<file path="src/rtl/decode_stage.sv">
`default_nettype none
// ============================================================================
//  Module   : decode_stage
//  Purpose  : Registered RV32I decode stage (optional M and Zicsr) between
//             fetch and execute. Valid/ready handshake, one-entry skid
//             buffer, flush, and a registered o_ready.
//  Revision : 1.0  initial release
// ============================================================================
module decode_stage #(
  parameter bit          ENABLE_M   = 1'b1,
  parameter bit          ENABLE_CSR = 1'b1,
  parameter logic [31:0] RESET_PC   = 32'h0
) (
  input  logic        i_clk,
  input  logic        i_rst,
  input  logic        i_flush,
  input  logic        i_valid,
  output logic        o_ready,
  input  logic [31:0] i_instr,
  input  logic [31:0] i_pc,
  output logic        o_valid,
  input  logic        i_ready,
  output logic [31:0] o_instr,
  output logic [31:0] o_pc,
  output logic [4:0]  o_rd_addr,
  output logic [4:0]  o_rs1_addr,
  output logic [4:0]  o_rs2_addr,
  output logic [31:0] o_imm,
  output logic [4:0]  o_alu_op,
  output logic        o_rs1_pc,
  output logic        o_rs2_imm,
  output logic        o_branch,
  output logic [2:0]  o_branch_type,
  output logic        o_jump,
  output logic [2:0]  o_loadstore,
  output logic        o_load_zeroextend,
  output logic        o_csr,
  output logic [1:0]  o_csr_op,
  output logic        o_csr_imm,
  output logic        o_system,
  output logic        o_illegal
);

  localparam logic [6:0] C_OPC_LUI    = 7'b0110111;
  localparam logic [6:0] C_OPC_AUIPC  = 7'b0010111;
  localparam logic [6:0] C_OPC_JAL    = 7'b1101111;
  localparam logic [6:0] C_OPC_JALR   = 7'b1100111;
  localparam logic [6:0] C_OPC_BRANCH = 7'b1100011;
  localparam logic [6:0] C_OPC_LOAD   = 7'b0000011;
  localparam logic [6:0] C_OPC_STORE  = 7'b0100011;
  localparam logic [6:0] C_OPC_OPIMM  = 7'b0010011;
  localparam logic [6:0] C_OPC_OP     = 7'b0110011;
  localparam logic [6:0] C_OPC_FENCE  = 7'b0001111;
  localparam logic [6:0] C_OPC_SYSTEM = 7'b1110011;

  // Decoded payload held in the main and skid registers.
  typedef struct packed {
    logic [31:0] instr;
    logic [31:0] pc;
    logic [4:0]  rd_addr;
    logic [4:0]  rs1_addr;
    logic [4:0]  rs2_addr;
    logic [31:0] imm;
    logic [4:0]  alu_op;
    logic        rs1_pc;
    logic        rs2_imm;
    logic        branch;
    logic [2:0]  branch_type;
    logic        jump;
    logic [2:0]  loadstore;
    logic        load_zeroextend;
    logic        csr;
    logic [1:0]  csr_op;
    logic        csr_imm;
    logic        system;
    logic        illegal;
  } dec_t;

  logic [6:0]  opcode;
  logic [2:0]  funct3;
  logic [6:0]  funct7;
  logic [31:0] imm_i, imm_s, imm_b, imm_u, imm_j;
  logic        is_muldiv;
  dec_t        dec_in;

  dec_t        main_q, main_d;
  dec_t        skid_q, skid_d;
  logic        valid_q, valid_d;
  logic        skid_valid_q, skid_valid_d;
  logic        accept;
  logic        load_main;

  assign opcode    = i_instr[6:0];
  assign funct3    = i_instr[14:12];
  assign funct7    = i_instr[31:25];
  assign is_muldiv = ENABLE_M && (funct7 == 7'b0000001);

  assign imm_i = {{20{i_instr[31]}}, i_instr[31:20]};
  assign imm_s = {{20{i_instr[31]}}, i_instr[31:25], i_instr[11:7]};
  assign imm_b = {{19{i_instr[31]}}, i_instr[31], i_instr[7], i_instr[30:25], i_instr[11:8], 1'b0};
  assign imm_u = {i_instr[31:12], 12'h000};
  assign imm_j = {{11{i_instr[31]}}, i_instr[31], i_instr[19:12], i_instr[20], i_instr[30:21], 1'b0};

  // Combinational decode of the incoming instruction, with illegal masking.
  always_comb begin : p_decode
    logic ill;
    ill                    = 1'b0;
    dec_in                 = '0;
    dec_in.instr           = i_instr;
    dec_in.pc              = i_pc;
    dec_in.rd_addr         = i_instr[11:7];
    dec_in.rs1_addr        = i_instr[19:15];
    dec_in.rs2_addr        = i_instr[24:20];
    dec_in.rs2_imm         = (opcode != C_OPC_OP);
    dec_in.branch_type     = funct3;
    dec_in.load_zeroextend = funct3[2];
    dec_in.csr_op          = funct3[1:0];
    dec_in.csr_imm         = funct3[2];
    case (opcode)
      C_OPC_LUI: begin
        dec_in.imm      = imm_u;
        dec_in.rs1_addr = 5'd0;
      end
      C_OPC_AUIPC: begin
        dec_in.imm    = imm_u;
        dec_in.rs1_pc = 1'b1;
      end
      C_OPC_JAL: begin
        dec_in.imm    = imm_j;
        dec_in.rs1_pc = 1'b1;
        dec_in.jump   = 1'b1;
      end
      C_OPC_JALR: begin
        dec_in.imm  = imm_i;
        dec_in.jump = 1'b1;
        ill         = (funct3 != 3'b000);
      end
      C_OPC_BRANCH: begin
        dec_in.imm     = imm_b;
        dec_in.rs1_pc  = 1'b1;
        dec_in.branch  = 1'b1;
        dec_in.rd_addr = 5'd0;
        ill            = (funct3[2:1] == 2'b01);
      end
      C_OPC_LOAD: begin
        dec_in.imm       = imm_i;
        dec_in.loadstore = {1'b0, funct3[1:0] + 2'd1};
        ill              = (funct3 == 3'b011) || (funct3[2:1] == 2'b11);
      end
      C_OPC_STORE: begin
        dec_in.imm       = imm_s;
        dec_in.loadstore = {1'b1, funct3[1:0] + 2'd1};
        dec_in.rd_addr   = 5'd0;
        ill              = (funct3 > 3'b010);
      end
      C_OPC_OPIMM: begin
        dec_in.imm = imm_i;
        // Bit 30 only selects SRA for right shifts; elsewhere it is immediate data.
        dec_in.alu_op = {1'b0, (funct3 == 3'b101) && i_instr[30], funct3};
        if (funct3 == 3'b001) begin
          ill = (funct7 != 7'b0000000);
        end else if (funct3 == 3'b101) begin
          ill = (funct7 != 7'b0000000) && (funct7 != 7'b0100000);
        end
      end
      C_OPC_OP: begin
        dec_in.alu_op = {is_muldiv, funct7[5], funct3};
        case (funct7)
          7'b0000000: ill = 1'b0;
          7'b0100000: ill = (funct3 != 3'b000) && (funct3 != 3'b101);
          7'b0000001: ill = !ENABLE_M;
          default:    ill = 1'b1;
        endcase
      end
      C_OPC_FENCE: begin
        dec_in.imm     = imm_i;
        dec_in.rd_addr = 5'd0;
      end
      C_OPC_SYSTEM: begin
        dec_in.imm = {20'd0, i_instr[31:20]};
        if (!ENABLE_CSR) begin
          ill = 1'b1;
        end else if (funct3 == 3'b000) begin
          dec_in.system  = 1'b1;
          dec_in.rd_addr = 5'd0;
        end else if (funct3 == 3'b100) begin
          ill = 1'b1;
        end else begin
          dec_in.csr = 1'b1;
        end
      end
      default: ill = 1'b1;
    endcase
    // An illegal instruction must not cause any architectural side effect.
    if (ill) begin
      dec_in.rd_addr   = 5'd0;
      dec_in.branch    = 1'b0;
      dec_in.jump      = 1'b0;
      dec_in.loadstore = 3'd0;
      dec_in.csr       = 1'b0;
      dec_in.system    = 1'b0;
    end
    dec_in.illegal = ill;
  end

  // o_ready is the registered skid state, so i_ready never reaches it combinationally.
  assign o_ready   = !skid_valid_q;
  assign accept    = i_valid && !skid_valid_q;
  assign load_main = !valid_q || i_ready;

  // Next-state for main/skid: flush first, then drain skid, then accept.
  always_comb begin : p_next
    main_d       = main_q;
    skid_d       = skid_q;
    valid_d      = valid_q;
    skid_valid_d = skid_valid_q;
    if (i_flush) begin
      valid_d      = 1'b0;
      skid_valid_d = 1'b0;
    end else if (load_main) begin
      if (skid_valid_q) begin
        main_d       = skid_q;
        valid_d      = 1'b1;
        skid_valid_d = 1'b0;
      end else if (accept) begin
        main_d  = dec_in;
        valid_d = 1'b1;
      end else begin
        valid_d = 1'b0;
      end
    end else if (accept) begin
      skid_d       = dec_in;
      skid_valid_d = 1'b1;
    end
  end

  // State registers with synchronous reset.
  always_ff @(posedge i_clk) begin : p_regs
    if (i_rst) begin
      main_q       <= '0;
      main_q.pc    <= RESET_PC;
      skid_q       <= '0;
      valid_q      <= 1'b0;
      skid_valid_q <= 1'b0;
    end else begin
      main_q       <= main_d;
      skid_q       <= skid_d;
      valid_q      <= valid_d;
      skid_valid_q <= skid_valid_d;
    end
  end

  assign o_valid           = valid_q;
  assign o_instr           = main_q.instr;
  assign o_pc              = main_q.pc;
  assign o_rd_addr         = main_q.rd_addr;
  assign o_rs1_addr        = main_q.rs1_addr;
  assign o_rs2_addr        = main_q.rs2_addr;
  assign o_imm             = main_q.imm;
  assign o_alu_op          = main_q.alu_op;
  assign o_rs1_pc          = main_q.rs1_pc;
  assign o_rs2_imm         = main_q.rs2_imm;
  assign o_branch          = main_q.branch;
  assign o_branch_type     = main_q.branch_type;
  assign o_jump            = main_q.jump;
  assign o_loadstore       = main_q.loadstore;
  assign o_load_zeroextend = main_q.load_zeroextend;
  assign o_csr             = main_q.csr;
  assign o_csr_op          = main_q.csr_op;
  assign o_csr_imm         = main_q.csr_imm;
  assign o_system          = main_q.system;
  assign o_illegal         = main_q.illegal;

endmodule
`default_nettype wire

</file>
<file path="config.mk">
export PLATFORM = sky130hd
export DESIGN_NAME = decode_stage
export DESIGN_NICKNAME = d
export VERILOG_FILES = /design/src/rtl/decode_stage.sv
export SDC_FILE = /design/constraint.sdc
export NUM_CORES = 1
export LEC_CHECK = 0
export CORE_MARGIN = 2
export CORE_UTILIZATION = 45
export DETAILED_ROUTE_END_ITERATION = 8
export PLACE_DENSITY = 0.71
export SKIP_LAST_GASP = 1
export SYNTH_ARGS = -nofsm -noshare
export SYNTH_HDL_FRONTEND = slang
export SYNTH_SLANG_ARGS = --single-unit
</file>
<file path="constraint.sdc">
create_clock -name i_clk -period 2.75 [get_ports i_clk]
set_input_delay 0.55 -clock i_clk [delete_from_list [all_inputs] [get_ports i_clk]]
set_output_delay 0.55 -clock i_clk [all_outputs]
set_load 0.03 [all_outputs]
</file>
==> metrics, run 1 <==
Post-route DRC=0; Synth Instances=1266; Async S/R FF share, synth=0%; htree depth=1; proportion of synthesized area in mux cells=6.335%; worst slew pin tran=1050 ps; FMAX=384.9 MHz; peak supply drop=0.4196 mV; synth top area cells=dfxtp_1 (47%), nand2_1 (7.8%), a211oi_1 (7.4%); HPWL Detailed=21240 um; Final Max Tran Viols=0; Site Rows=55; Via Count=9946; largest net degree at the start of global routing=127; I/O Buffers=203; maximum capacitance violations=0; FF+latch count, synth=244; mapped cell area=10430 um2; CP arrival=3040 ps; Leak=4.949 nW; Final min period=2598 ps; skew final=11.37 ps; Crit path required time=3190 ps; outcome=complete, no violations; post-synthesis adder-cell area fraction=0.4800%; Worst Setup End Kind=flop; total setup buffers inserted after CTS=0; HP Class=in -> reg; final setup TNS=0 ps; Synth warnings=0; R2R Path End=o_imm[15]; WS Path Type=in -> reg; layout cells sized above 1=11.01%; count of flip-flops with a built-in enable after synthesis=0; final setup fails=0; leading area contributor after synthesis=dfxtp_1; core box area=22710 um2; first-pass GRT wire length=49850 um; largest family of logic cells by synthesized area=compound AO/OA/AOI/OAI gates; ys flop type=dfxtp_1; Sink Count=244; full die area=24410 um2; drt via density=5.572; Post-synth top cells=dfxtp_1 (244), nand2_1 (216), nor2_1 (145); die width=156.2 um; Num CTS Buffers=27; Die Y=156.2 um; post-synth top area share=46.84%; root buffer cell=clkbuf_16; PD cells=596.3 nW/um2; Post-Syn Nets=1339; Compound-Gate Fraction of Synth Area=20.99%; GRT Util Overall=25.36%; r2r setup slk=390 ps; Nets=1552; XOR/XNOR share of the synthesized area=0%; final worst-path cycle share=94.47%; total power=8.437 mW; wire length per cell=17.88 um; clk slew on worst S/H paths=60 ps; CP Launch Type=input pin; RSZ-0062 raised after global routing=false; Synth cell types=53; vias in the first global route=9181; post-route antenna net violation count=0; final hold viol count=0; worst-case clock buffer depth=3; Final Routed Wirelength=31910 um; Routability Congestion=0.8661; Area Growth Syn to Fin=35.70%; FF-to-FF path depth=4; drt first pass iters=5; hold slack=395.2 ps; total gr overflow=0; Initial Util=45.92%; post-synthesis sequential area ratio=46.84%; I/O pins=204; initial antenna violation count=2; Post-Syn Area per Cell=8.237 um2; end of the critical path=o_jump; worst skew pair latency=550 ps; Detailed Route Iter0 Violations=754; Synth Area in Simple Gates=19.85%; critical-path maximum fanout=5; CTS tree=yes; Reg-to-Reg Start=skid_valid_q; count leader, synth=dfxtp_1; Worst Setup SP=i_instr[25]; Slew Limit Headroom=29.48%
per-layer routing:
layer	wire, um	global-route usage, %	vias up
li1	-	-	4874
met1	14010	34.52	4711
met2	14940	41.02	301
met3	2028	4.929	58
met4	917	7.427	2
met5	13	0	-
report_power, final:
part | internal, mW | switching [mW]
logic | 0.494 | 0.671
registers | 3.65 | 0.0672
clock network | 2.10 | 1.45
cells by family after synthesis:
logic type / count (synthesis)
AND/OR/NAND/NOR: 482
buffers and inverters: 137
AO/OA/AOI/OAI: 333
multiplexers: 66
adder cells (fa/ha/maj): 4
flip-flops: 244
layout make-up:
type                            instances  area [um2]
Clock buffer                           43       845.8
Tap cell                              285       356.6
Timing Repair Buffer                  313        2983
Antenna cell                            1       2.502
Inverter                                8       30.03
Multi-Input combinational cell        885        4996
Fill cell                            1985        8559
Clock inverter                          6       47.55
Sequential cell                       244        4888
critical path, cell delays in order:
cell and delay (ps):
clkdlybuf4s50_1 440, or4_1 580, a211o_1 290, a41o_1 260, nand2b_4 140, buf_4 140, nand4b_1 210, buf_4 200
o32ai_1 220
stage by stage:
step	utilization, %	cell area, um2	instances	worst slack [ps]
6_report	62.31	14150	1785	152.0
3_5_place_dp	58.37	13260	1735	-580.3
5_1_grt	62.30	14150	1784	107.7
2_1_floorplan	-	10430	1266	201.6
3_3_place_gp	58.37	13260	1735	-519.9
4_1_cts	62.30	14150	1784	189.2
worst min path at each step:
stage                      startpoint           to  slack, ps  depth (start not counted)
after floorplan             skid_q[9]    skid_q[9]        430                          2
after detailed placement  skid_q[103]  skid_q[103]        450                          2
after CTS                       i_rst   skid_q[16]        390                          2
after global routing            i_rst   skid_q[16]        420                          2
after global placement      o_imm[23]    o_imm[23]        440                          2
final                           i_rst   skid_q[16]        400                          2
sequential cells by signal, indices dropped and copies added (netlist names), 3 cells and up:
| signal | cells |
|---|---|
| skid_q | 121 |
| o_imm | 32 |
| o_instr | 32 |
| o_pc | 32 |
| o_alu_op | 5 |
| o_rd_addr | 5 |
| o_rs1_addr | 5 |
| o_loadstore | 3 |
cells in the final DEF (no fill, tap or decap), types with 7 or more instances in the layout:
cell type,netlist,layout
a21o_1,9,9
nand2_1,216,216
o21ai_0,55,55
clkdlybuf4s50_1,0,201
inv_1,7,7
nor3_1,42,40
buf_12,0,10
and3_1,9,8
a22o_1,12,12
nand3_1,24,23
nor4_1,7,7
nand3b_1,9,9
a311oi_1,8,8
a211oi_1,103,103
clkbuf_8,0,11
buf_4,13,100
a21oi_1,95,95
clkbuf_16,0,27
mux2i_1,66,66
dfxtp_1,244,243
nor2_1,145,145
a221oi_1,14,14
timing repair:
| item | 4_1_cts | 5_1_grt |
|---|---|---|
| endpoints found under the setup margin | 1 | 0 |
| resized for setup | 1 | 0 |
| hold buffers | 0 | 0 |
| endpoints found under the hold margin | 0 | 0 |
Power figures use the tool's default switching activity.
==> run 2, diff against run 1 <==
--- a/config.mk
+++ b/config.mk
@@ -5,6 +5,7 @@
 export SDC_FILE = /design/constraint.sdc
 export NUM_CORES = 1
 export LEC_CHECK = 0
+export CAP_MARGIN = 20
 export CORE_MARGIN = 2
 export CORE_UTILIZATION = 45
 export DETAILED_ROUTE_END_ITERATION = 8
==> results of run 2 <==
The final DEF is identical to that of run 1; final timing and power are the same.
